==> src/rtl/shader_pkg.sv <==
// Shared encodings and alpha helpers for the shader program sequencer.
package shader_pkg;

    localparam logic [1:0] MODE_AUTO     = 2'b00;
    localparam logic [1:0] MODE_MANUAL   = 2'b01;
    localparam logic [1:0] MODE_HOLD     = 2'b10;
    localparam logic [1:0] MODE_PINGPONG = 2'b11;

    localparam logic [1:0] ST_IDLE  = 2'd0;
    localparam logic [1:0] ST_ARMED = 2'd1;
    localparam logic [1:0] ST_FADE  = 2'd2;

    localparam int ALPHA_W = 8;
    localparam logic [ALPHA_W-1:0] ALPHA_MAX = 8'd255;

    // Widen by one bit so the carry out of the sum selects saturation.
    function automatic logic [ALPHA_W-1:0] alpha_add(input logic [ALPHA_W-1:0] a,
                                                     input logic [ALPHA_W-1:0] inc);
        logic [ALPHA_W:0] sum;
        sum = {1'b0, a} + {1'b0, inc};
        return sum[ALPHA_W] ? ALPHA_MAX : sum[ALPHA_W-1:0];
    endfunction

endpackage

==> src/rtl/shader_period_timer.sv <==
// Dwell counter: wraps at PERIOD-1 and flags an expiry in that same cycle.
module shader_period_timer #(
    parameter int PERIOD = 12_500_000,
    parameter int CNT_W  = 24
) (
    input  logic clk,
    input  logic rst,
    input  logic en_i,
    input  logic clr_i,
    output logic expiry_o
);

    logic [CNT_W-1:0] count_q;
    logic [CNT_W-1:0] count_d;

    assign expiry_o = en_i && !clr_i && (count_q == CNT_W'(PERIOD - 1));

    always_comb begin
        count_d = count_q;
        if (clr_i) begin
            count_d = '0;
        end else if (en_i) begin
            count_d = expiry_o ? '0 : count_q + CNT_W'(1);
        end
    end

    always_ff @(posedge clk or posedge rst) begin
        if (rst) begin
            count_q <= '0;
        end else begin
            count_q <= count_d;
        end
    end

endmodule

==> src/rtl/shader_sequencer.sv <==
// Shader program sequencer: collects switch requests, applies them at frame
// start only, then ramps a per-frame crossfade weight for the blender.
module shader_sequencer
    import shader_pkg::*;
#(
    parameter int NUM_SHADERS = 6,
    parameter int SEL_W       = 4,
    parameter int PERIOD      = 12_500_000,
    parameter int CNT_W       = 24,
    parameter int FADE_STEP   = 16
) (
    input  logic             clk,
    input  logic             rst,
    input  logic             frame_start_i,
    input  logic [1:0]       mode_i,
    input  logic             step_i,
    output logic [SEL_W-1:0] sel_cur_o,
    output logic [SEL_W-1:0] sel_prev_o,
    output logic [7:0]       alpha_o,
    output logic             fading_o,
    output logic             switch_pulse_o
);

    localparam logic [ALPHA_W-1:0] FADE_INC = ALPHA_W'(FADE_STEP);
    localparam logic [SEL_W-1:0]   LAST_SEL = SEL_W'(NUM_SHADERS - 1);

    logic [1:0]         state_q, state_d;
    logic [SEL_W-1:0]   selCur_q, selCur_d;
    logic [SEL_W-1:0]   selPrev_q, selPrev_d;
    logic [ALPHA_W-1:0] alpha_q, alpha_d;
    logic               fading_q, fading_d;
    logic               pulse_q, pulse_d;
    logic               pending_q, pending_d;
    logic               dirDown_q, dirDown_d;
    logic [1:0]         mode_q;

    logic               modeChanged;
    logic               timerEn;
    logic               timerClr;
    logic               expiry;
    logic               request;
    logic               consume;
    logic [SEL_W-1:0]   nextSel;
    logic               nextDirDown;
    logic               goDown;

    assign modeChanged = (mode_i != mode_q);
    assign timerEn     = (mode_i == MODE_AUTO) || (mode_i == MODE_PINGPONG);
    assign timerClr    = modeChanged || (mode_i == MODE_MANUAL);
    assign request     = (expiry && timerEn) || (step_i && (mode_i == MODE_MANUAL));

    shader_period_timer #(
        .PERIOD (PERIOD),
        .CNT_W  (CNT_W)
    ) u_timer (
        .clk      (clk),
        .rst      (rst),
        .en_i     (timerEn),
        .clr_i    (timerClr),
        .expiry_o (expiry)
    );

    // Ping-pong bounces off either end; the stored direction only matters in between.
    always_comb begin
        goDown      = 1'b0;
        nextDirDown = dirDown_q;
        if (mode_i == MODE_PINGPONG) begin
            goDown      = (selCur_q == LAST_SEL) || (dirDown_q && (selCur_q != '0));
            nextDirDown = goDown;
            nextSel     = goDown ? selCur_q - SEL_W'(1) : selCur_q + SEL_W'(1);
        end else begin
            nextSel = (selCur_q == LAST_SEL) ? '0 : selCur_q + SEL_W'(1);
        end
    end

    always_comb begin
        state_d   = state_q;
        selCur_d  = selCur_q;
        selPrev_d = selPrev_q;
        alpha_d   = alpha_q;
        fading_d  = fading_q;
        dirDown_d = dirDown_q;
        consume   = 1'b0;
        case (state_q)
            ST_IDLE: begin
                alpha_d  = ALPHA_MAX;
                fading_d = 1'b0;
                if (pending_q) begin
                    state_d = ST_ARMED;
                end
            end
            ST_ARMED: begin
                if (frame_start_i) begin
                    selPrev_d = selCur_q;
                    selCur_d  = nextSel;
                    dirDown_d = nextDirDown;
                    alpha_d   = '0;
                    fading_d  = 1'b1;
                    consume   = 1'b1;
                    state_d   = ST_FADE;
                end
            end
            ST_FADE: begin
                if (frame_start_i) begin
                    alpha_d = alpha_add(alpha_q, FADE_INC);
                    if (alpha_d == ALPHA_MAX) begin
                        fading_d = 1'b0;
                        state_d  = pending_q ? ST_ARMED : ST_IDLE;
                    end
                end
            end
            default: begin
                state_d = ST_IDLE;
            end
        endcase
        pending_d = request || (pending_q && !consume);
        pulse_d   = consume;
    end

    always_ff @(posedge clk or posedge rst) begin
        if (rst) begin
            state_q   <= ST_IDLE;
            selCur_q  <= '0;
            selPrev_q <= '0;
            alpha_q   <= ALPHA_MAX;
            fading_q  <= 1'b0;
            pulse_q   <= 1'b0;
            pending_q <= 1'b0;
            dirDown_q <= 1'b0;
            mode_q    <= MODE_AUTO;
        end else begin
            state_q   <= state_d;
            selCur_q  <= selCur_d;
            selPrev_q <= selPrev_d;
            alpha_q   <= alpha_d;
            fading_q  <= fading_d;
            pulse_q   <= pulse_d;
            pending_q <= pending_d;
            dirDown_q <= dirDown_d;
            mode_q    <= mode_i;
        end
    end

    assign sel_cur_o      = selCur_q;
    assign sel_prev_o     = selPrev_q;
    assign alpha_o        = alpha_q;
    assign fading_o       = fading_q;
    assign switch_pulse_o = pulse_q;

endmodule

==> config.mk <==
export PLATFORM = sky130hd
export DESIGN_NAME = shader_sequencer
export DESIGN_NICKNAME = d
export VERILOG_FILES = /design/src/rtl/shader_pkg.sv /design/src/rtl/shader_period_timer.sv /design/src/rtl/shader_sequencer.sv
export SDC_FILE = /design/constraint.sdc
export NUM_CORES = 1
export LEC_CHECK = 0
export CAP_MARGIN = 10
export CELL_PAD_IN_SITES_DETAIL_PLACEMENT = 0
export CELL_PAD_IN_SITES_GLOBAL_PLACEMENT = 2
export CORE_MARGIN = 2
export CORE_UTILIZATION = 39
export DETAILED_ROUTE_END_ITERATION = 10
export GPL_TIMING_DRIVEN = 1
export PLACE_DENSITY = 0.93
export REMOVE_ABC_BUFFERS = 1
export SLEW_MARGIN = 20
export SYNTH_ARGS = -nofsm -noshare
export SYNTH_HDL_FRONTEND = slang
export SYNTH_SLANG_ARGS = --single-unit
==> constraint.sdc <==
create_clock -name clk -period 4.2 [get_ports clk]
set_input_delay 0.42 -clock clk [delete_from_list [all_inputs] [get_ports clk]]
set_output_delay 0.42 -clock clk [all_outputs]
set_load 0.03 [all_outputs]
==> results of run 1 <==
where the power goes:
part / leakage [nW] / switching [W] / internal, W
registers: 0.612 / 0.000120 / 0.000578
clock network: 0.0614 / 0.000166 / 0.000195
logic: 0.590 / 0.000366 / 0.000281
total: 1.26 / 0.000652 / 0.00105
cells in the mapped netlist, drive strengths merged (7+ instances only):
| cell type | n |
|---|---|
| nand2 | 44 |
| dfrtp | 40 |
| dfstp | 8 |
| a31oi | 22 |
| nor2 | 7 |
| inv | 11 |
| ha | 7 |
| buf | 8 |
| o21ai | 23 |
| nand3 | 10 |
| nand4 | 8 |
| a21oi | 16 |
| a21o | 7 |
state kept, by name (all words and copies together), names as in the netlist:
signal,cells
pending_q,1
mode_q,2
state_q,2
sel_cur_o,4
alpha_o,8
dirDown_q,1
fading_o,1
switch_pulse_o,1
sel_prev_o,4
u_timer.count_q,24
critical path, stage by stage:
cell and delay (ns):
clkdlybuf4s50_1 0.53, inv_1 0.06, ha_1 0.30, or4_1 0.84, a31oi_1 0.31
metal layers:
| metal | global-route usage [%] | share of wire (%) |
|---|---|---|
| met1 | 23.14 | 50 |
| met2 | 27.34 | 46 |
| met3 | 3.333 | 2.3 |
| met4 | 5.398 | 1.5 |
| met5 | 0 | 0 |
per-stage QoR:
| stage | instances | utilization (%) |
|---|---|---|
| after CTS | 383 | 45.51 |
| after floorplan | 270 | - |
| after detailed placement | 375 | 43.71 |
| after global placement | 375 | 43.71 |
| after global routing | 383 | 45.53 |
| final | 383 | 45.53 |
cells by family (layout without fill, tap and decap cells):
logic type | after synthesis | after routing | synth area share [%]
multiplexers | 3 | 3 | 1.216
AO/OA/AOI/OAI | 91 | 91 | 21.52
XOR/XNOR | 3 | 3 | 0.9824
adder cells (fa/ha/maj) | 7 | 7 | 3.274
flip-flops | 48 | 48 | 45.28
buffers and inverters | 25 | 44 | 4.677
AND/OR/NAND/NOR | 107 | 107 | 23.06
final cells by class:
cell class                 instances  area, um2  area share [%]
clock buffer                       6      82.58           2.699
clock inverter                     2      38.79           1.268
inverter                          11      42.54           1.391
multi-input combinational        211       1339           43.76
sequential                        48       1211           39.59
tap                               80      100.1           3.272
timing repair buffer              25      245.2           8.016
worst paths after layout:
kind | slack [ns] | endpoint | from | cells past startpoint
hold / removal | 0.47 | u_timer.count_q[20]$_DFFE_PP0P_ | u_timer.count_q[20]$_DFFE_PP0P_ | 1
hold reg to reg | 0.47 | u_timer.count_q[20]$_DFFE_PP0P_ | u_timer.count_q[20]$_DFFE_PP0P_ | 1
setup / recovery | 1.94 | u_timer.count_q[9]$_DFFE_PP0P_ | mode_i[1] | 5
max in group asynchronous | 3.12 | u_timer.count_q[2]$_DFFE_PP0P_ | rst | 2
setup reg to reg | 2.00 | u_timer.count_q[13]$_DFFE_PP0P_ | u_timer.count_q[0]$_DFFE_PP0P_ | 6
min in group asynchronous | 0.57 | u_timer.count_q[19]$_DFFE_PP0P_ | rst | 2
cells in the final DEF (no fill, tap or decap), types with 3 or more instances in the layout:
cell type         n
dfrtp_1          40
inv_1            10
a41oi_1           5
a21oi_1          16
and3_1            5
nand4_1           7
nand2_1          44
nand4b_1          3
o211ai_1          3
nor2b_1           4
xor2_1            3
o21ai_0          21
and4_1            4
nand2b_1          3
and2_1            3
clkbuf_8          6
a21o_1            7
ha_1              7
nor2_1            7
a31oi_1          22
clkdlybuf4s50_1  23
nand3_1           9
dfstp_2           8
==> metrics, run 1 <==
outcome=finished clean; number of synthesized flops with an enable pin=0; Worst Tran Pin Value=0.8444 ns; hold_buf cts=0; GPL Wtd Cong=0.7968; Synth area leader=dfrtp_1; Clk pin slew, worst setup/hold paths=0.09 ns; final wirelength=5809 um; vias post-DR=2,181; Starting DRT DRC Count=150; CTS buffer count=5; synthesis-to-layout area growth=14.36%; H-tree depth=2; Tmin final=2.259 ns; leakage=1.263 nW; VDD IR max=0.0001374 V; hpwl dp=3866 um; CTS Buffer Depth=2; RSZ-0062 raised after global routing=no; grt ovf=0; post-route cell area=0.003059 mm2; max-cap violations=0; Die W=86.82 um; P per Cell Area=557.9 mW/mm2; crit end category=flip-flop; Setup TNS=0 ns; Design Power=0.001707 W; gr usage total=17.02%; Core ar.=0.006719 mm2; CTS tree=done; startpoint types=input pin; clock tree sinks=48; Syn Inst Count=284; # setup viols final=0; DRT Pass-1 Iters=6; Layout fillers=667; CTS resizes=0; synth unique cells=54; Worst-Skew Late Latency=0.31 ns; Final WS setup=1.941 ns; CP max FO=17; arrival time at the worst endpoint=2.47 ns; Synth Warn #=0; first-pass GRT wire length=10,290 um; vias per cell=5.695; clock skew=0.01357 ns; n_diodes=0; period utilization=53.80%; initial core utilization=39.81%; worst slack at placement=1.613 ns; CP required=4.41 ns; sequential area share after synthesis=45.28%; hold slack=0.4651 ns; FFs w/ async S/R, synth=100.0%; largest net degree at the start of global routing=49; syn_area_per_cell=9.419 um2; placed instance area=0.002937 mm2; die height=86.82 um; Hold WC Path Type=flip-flop to flip-flop; full die area=0.007538 mm2; final hold vios=0; post-CTS setup buffer count=0; row count=30; # nets final=315; number of global-route vias before repair=2,149; Port Buffer Count=23; Main synth FF type=dfrtp_1; Area contributors post-synth=dfrtp_1 (37%), dfstp_2 (7.9%), nand2_1 (6.2%), a31oi_1 (5.1%), o21ai_0 (3.9%); post-route ant nets=0; antenna violations before repair=0; clk root buf=clkbuf_8; wire length per cell=15.17 um; Slew Viols, Final=0; Slew Limit Headroom=43.64%; maximum clock frequency=442.6 MHz; Top Ports=24; share of layout cells above drive strength 1=10.56%; Mapped Area=0.002675 mm2; DRC=0; post-synth top area share=37.42%; kind of critical path=input pin to flip-flop; #FFs+latches synth=48
(Power assumes the default switching activity.)
==> run 2: changes to the inputs <==
Settings changed: CORE_UTILIZATION 39 to 36, PLACE_DENSITY 0.93 to 0.88.
Clock period 4.2 ns to 2.3 ns, I/O delays scaled along.
==> run 2 against run 1 <==
Compared with the run above: setup slack got worse by 1.8 ns; routed wire length increased by 2.4%; sequential share of layout area decreased by 1.5 points; critical path type is now flip-flop to flip-flop; critical endpoint is now u_timer.count_q[4]$_DFFE_PP0P_.
==> metrics, run 2 (synthesis gave the netlist of run 1 again) <==
outcome=finished clean; post-CTS setup buffer count=0 (unchanged); Finished Layout Cells=415 (+8.4%); share of layout cells above drive strength 1=14.56% (+4.0 points); antenna violations before repair=0 (unchanged); clock tree sinks=48 (unchanged); vias post-DR=2,200 (+0.87%); full die area=0.008136 mm2 (+7.9%); startpoint types=flip-flop; Setup TNS=0 ns (unchanged); grt ovf=0 (unchanged); VDD IR max=0.0002875 V (+110%); commonest non-fill, non-tap cell in the layout=nand2_1; post-route cell area=0.003179 mm2 (+3.9%); H-tree depth=2 (unchanged); clock skew=0.006795 ns (-0.006778 ns); r2r setup slk=0.18 ns (-1.82 ns); max FFs per register=24 (unchanged); RSZ-0062 raised after global routing=no; P per Cell Area=955.8 mW/mm2 (+71%); Slew Viols, Final=0 (unchanged); CTS Buffer Depth=2 (unchanged); kind of critical path=flip-flop to flip-flop; vias per cell=5.301 (-6.9%); slowest stage delay, CP=0.42 ns (-0.42 ns); # nets final=328 (+4.1%); CTS tree=done; Clk pin slew, worst setup/hold paths=0.10 ns (about the same); CP required=2.50 ns (-1.91 ns); Core ar.=0.007214 mm2 (+7.4%); largest net degree at the start of global routing=36 (-27%); Port Buffer Count=23 (unchanged); CP max FO=35 (+18); RR Startpoint=u_timer.count_q[1]$_DFFE_PP0P_; Inst Count DP=407 (+8.5%); placed instance area=0.003083 mm2 (+5.0%); final wirelength=5950 um (+2.4%); max-cap violations=0 (unchanged); row count=31 (+3.3%); Tmin final=2.125 ns; synthesis-to-layout area growth=18.85%; initial core utilization=37.08% (-2.7 points); period utilization=92.39%; die height=90.20 um (+3.9%); final hold vios=0 (unchanged); n_diodes=0 (unchanged); Worst Tran Pin Value=0.5490 ns (-0.2954 ns); hpwl dp=4153 um (+7.4%); post-route ant nets=0 (unchanged); CP cell instances=ha_1 -> and4_1 -> nand4_1 -> o21a_1 -> buf_12 -> and3_1 -> a221o_1; Largest Register=u_timer.count_q; Slew Limit Headroom=63.35% (+20 points); wire length per cell=14.34 um (-5.5%); Layout fillers=753 (+13%); clk root buf=clkbuf_8; most frequent cells in the layout=nand2_1 (44), dfrtp_1 (40), clkdlybuf4s50_1 (23), a31oi_1 (22), o21ai_0 (21); cell depth of the worst flop-to-flop path=7 (+1); Top Ports=24 (unchanged); GPL Wtd Cong=0.8051 (+1.0%); RR Endpoint=u_timer.count_q[4]$_DFFE_PP0P_; CP max stage cell=dfrtp_1; first-pass GRT wire length=10,480 um (+1.8%); arrival time at the worst endpoint=2.33 ns (-0.14 ns); maximum clock frequency=470.6 MHz; DRC=0 (unchanged); Hold WC Path Type=input pin to async pin; # setup viols final=0 (unchanged); number of global-route vias before repair=2,171 (+1.0%); DRT Pass-1 Iters=4 (-2); Crit path max-delay family=simple AND/OR/NAND/NOR gates; Die W=90.20 um (+3.9%); Final WS setup=0.1751 ns (-1.766 ns); Worst-Skew Late Latency=0.31 ns (about the same); CTS buffer count=5 (unchanged); leakage=1.315 nW (+4.1%); crit end category=flip-flop; Starting DRT DRC Count=58 (-61%); Design Power=0.003039 W (+78%); hold_buf cts=0 (unchanged); CP bufs+invs=1 (-1); gr usage total=15.73% (-1.3 points); worst slack at placement=0.03246 ns (-1.580 ns)
## run 2: cell count changes in the layout (fill, tap and decap cells not counted), sizes merged
cell | before | now
clkinvlp | 0 | 2
clkinv | 2 | 1
inv | 10 | 11
buf | 2 | 15
clkbuf | 6 | 5
bufinv | 1 | 0
## run 2: power breakdown
| group | switching, W | total [W] | internal (W) |
|---|---|---|---|
| clock network | 0.000319 | 0.000535 | 0.000216 |
| registers | 0.000181 | 0.00124 | 0.00106 |
| logic | 0.000706 | 0.00127 | 0.000561 |
## run 2: layout make-up
| type | count | area (um2) | share of cell area [%] |
|---|---|---|---|
| clock buffer | 5 | 68.82 | 2.165 |
| inverter | 11 | 41.29 | 1.299 |
| timing repair buffer | 38 | 367.9 | 11.57 |
| sequential | 48 | 1211 | 38.10 |
| tap | 99 | 123.9 | 3.896 |
| multi-input combinational | 211 | 1343 | 42.23 |
| clock inverter | 3 | 23.77 | 0.7477 |
## run 2: how the worst max path moves through the flow
stage | from | end | slack [ns] | cells past startpoint
after global placement | mode_i[1] | u_timer.count_q[20]$_DFFE_PP0P_ | 0.10 | 7
final | u_timer.count_q[1]$_DFFE_PP0P_ | u_timer.count_q[4]$_DFFE_PP0P_ | 0.18 | 7
after detailed placement | mode_i[1] | u_timer.count_q[15]$_DFFE_PP0P_ | 0.03 | 7
after floorplan | sel_cur_o[1]$_DFFE_PP0P_ | sel_cur_o[2]$_DFFE_PP0P_ | 0.11 | 7
after global routing | u_timer.count_q[1]$_DFFE_PP0P_ | u_timer.count_q[4]$_DFFE_PP0P_ | 0.01 | 7
after CTS | u_timer.count_q[1]$_DFFE_PP0P_ | u_timer.count_q[4]$_DFFE_PP0P_ | 0.21 | 7
## run 2: layer usage
| layer | vias up | global-route usage, % | share of wire [%] |
|---|---|---|---|
| li1 | 1114 | - | - |
| met1 | 1047 | 20.80 | 49 |
| met2 | 31 | 25.69 | 47 |
| met3 | 8 | 3.437 | 2.4 |
| met4 | 0 | 5.128 | 1.5 |
| met5 | - | 0 | 0 |
## run 2: worst reg2reg max path: stages, from the launching register on
cell and delay, ns:
dfrtp_1 0.42, ha_1 0.25, and4_1 0.28, nand4_1 0.19, o21a_1 0.25, buf_12 0.17
and3_1 0.20, a221o_1 0.26
## run 2: per-stage QoR
stage                     util (%)  hold slack [ns]
after floorplan                  -           0.2614
after global placement       42.73           0.4555
after detailed placement     42.73           0.4666
after CTS                    44.02           0.2926
after global routing         44.07           0.3103
final                        44.07           0.2817
## run 2: repair_timing
item                                    in CTS  in global routing
endpoints found under the setup margin       0                  1
hold endpoints to repair                     0                  0
gates resized for setup                      0                  1
==> run 3: changes to the inputs <==
Settings changed: CAP_MARGIN 10 to unset, CORE_ASPECT_RATIO set to 0.8.
==> run 3 against run 2 <==
Compared with the run above: sequential share of layout area grew 0.23 points; design area shrank 0.59%; global-route usage grew 0.10 points; register-to-register slack hardly changed; setup slack improved by 0.0049 ns; critical path depth stayed put; final cell count fell by 1.4%; first-iteration DRC count up 69%; clock power down 4.9%; non-clock buffer count is 3 higher.
==> metrics, run 3 (synthesis gave the netlist of run 1 again) <==
# setup viols final=0 (unchanged); antenna violations before repair=0 (unchanged); max-cap violations=0 (unchanged); Worst-Skew Late Latency=0.30 ns (about the same); vias per cell=5.457 (+2.9%); startpoint types=flip-flop; Clk pin slew, worst setup/hold paths=0.09 ns (about the same); hold_buf cts=0 (unchanged); most frequent cells in the layout=nand2_1 (44), dfrtp_1 (40), clkdlybuf4s50_1 (23), a31oi_1 (22), o21ai_0 (21); Tmin final=2.120 ns (-0.004858 ns); grt ovf=0 (unchanged); M1 GR Usage=22.47% (+1.7 points); maximum clock frequency=471.7 MHz (+0.23%); Setup TNS=0 ns (unchanged); final wirelength=5848 um (-1.7%); die height=81.10 um (-10%); Starting DRT DRC Count=98 (+69%); DRT Pass-1 Iters=4 (unchanged); grt met3 use=3.098% (-0.34 points); CP required=2.49 ns (about the same); n_diodes=0 (unchanged); leakage=1.321 nW (+0.44%); outcome=finished clean; M2 GR Usage=25.50% (-0.19 points); Slew Limit Headroom=61.39% (-2.0 points); CTS buffer count=5 (unchanged); post-CTS setup buffer count=0 (unchanged); Top Ports=24 (unchanged); share of layout cells above drive strength 1=15.05% (+0.49 points); placed instance area=0.003069 mm2 (-0.45%); r2r setup slk=0.18 ns (about the same); CTS Buffer Depth=2 (unchanged); synthesis-to-layout area growth=18.15%; gr usage total=15.83% (+0.10 points); clock tree sinks=48 (unchanged); hpwl dp=4134 um (-0.46%); CTS resizes=0 (unchanged); period utilization=92.18% (-0.21 points); CTS tree=done; post-route cell area=0.003161 mm2 (-0.59%); full die area=0.008140 mm2 (about the same); Slew Viols, Final=0 (unchanged); P per Cell Area=952.3 mW/mm2 (-0.37%); Largest Register=u_timer.count_q; RSZ-0062 raised after global routing=no; fin util=43.37% (-0.70 points); VDD IR max=0.0003061 V (+6.5%); number of global-route vias before repair=2,129 (-1.9%); # nets final=331 (+0.91%); initial core utilization=36.71% (-0.37 points); Core ar.=0.007287 mm2 (+1.0%); Die W=100.4 um (+11%); wire length per cell=14.30 um (-0.27%); clk root buf=clkbuf_8; arrival time at the worst endpoint=2.31 ns (-0.02 ns); crit end category=flip-flop; H-tree depth=2 (unchanged); post-route ant nets=0 (unchanged); Top Usage Layer GRT=met2; row count=28 (-9.7%); commonest non-fill, non-tap cell in the layout=nand2_1; clock skew=0.003209 ns (-0.003586 ns); first-pass GRT wire length=10,320 um (-1.6%); largest net degree at the start of global routing=28 (-22%); DRC=0 (unchanged); max FFs per register=24 (unchanged); final hold vios=0 (unchanged); Worst Tran Pin Value=0.5783 ns (+0.02928 ns); Port Buffer Count=23 (unchanged); Hold WC Path Type=input pin to async pin; GPL Wtd Cong=0.7930 (-1.5%); kind of critical path=flip-flop to flip-flop; vias post-DR=2,232 (+1.5%); CP max FO=15 (-57%)
-- run 3: changes by cell type in the layout (fill, tap and decap cells not counted), sizes merged --
| cell | delta |
|---|---|
| buf | +3 |
-- run 3: power by group --
group / total, W / internal (W) / switching [W]
sequential: 0.00124 / 0.00106 / 0.000182
clock: 0.000509 / 0.000211 / 0.000299
combinational: 0.00126 / 0.000554 / 0.000709
total: 0.00301 / 0.00182 / 0.00119
-- run 3: cell type report --
class | instances | area, um2
Multi-Input combinational cell | 211 | 1343
Clock inverter | 3 | 18.77
Inverter | 11 | 41.29
Clock buffer | 5 | 68.82
Fill cell | 733 | 4126
Sequential cell | 48 | 1211
Tap cell | 90 | 112.6
Timing Repair Buffer | 41 | 365.4
-- run 3: metrics by stage --
step / setup slack (ns) / instances / hold slack (ns) / power [W]
finish: 0.1800 / 409 / 0.3070 / 0.003010
global route: 0.01274 / 409 / 0.3627 / 0.003244
CTS: 0.1881 / 409 / 0.3300 / 0.003048
detailed placement: 0.07664 / 401 / 0.4628 / 0.002525
global placement: 0.1024 / 401 / 0.4558 / 0.002515
floorplan: 0.1112 / 270 / 0.2614 / 0.002046
-- run 3: path summary, 6_finish.rpt --
| check | depth (start not counted) | startpoint | endpoint |
|---|---|---|---|
| hold reg to reg | 1 | u_timer.count_q[20]$_DFFE_PP0P_ | u_timer.count_q[20]$_DFFE_PP0P_ |
| max in group asynchronous | 3 | rst | u_timer.count_q[11]$_DFFE_PP0P_ |
| setup reg to reg | 7 | u_timer.count_q[0]$_DFFE_PP0P_ | u_timer.count_q[4]$_DFFE_PP0P_ |
| min in group clk | 1 | mode_i[1] | mode_q[1]$_DFF_PP0_ |
| hold / removal | 2 | rst | u_timer.count_q[23]$_DFFE_PP0P_ |
| setup / recovery | 7 | u_timer.count_q[0]$_DFFE_PP0P_ | u_timer.count_q[4]$_DFFE_PP0P_ |
-- run 3: critical path: stages, from the launching register on --
cell,delay (ns)
dfrtp_1,0.44
ha_1,0.26
and4_1,0.28
nand4_1,0.17
o21a_1,0.24
buf_4,0.19
and3_1,0.19
a221o_1,0.25
-- run 3: metal layers --
| metal | routed length (um) | vias to the layer above | share of wire (%) |
|---|---|---|---|
| li1 | - | 1125 | - |
| met1 | 3059 | 1064 | 52 |
| met2 | 2552 | 39 | 44 |
| met3 | 205 | 4 | 3.5 |
| met4 | 29 | 0 | 0.50 |
| met5 | 0 | - | 0 |
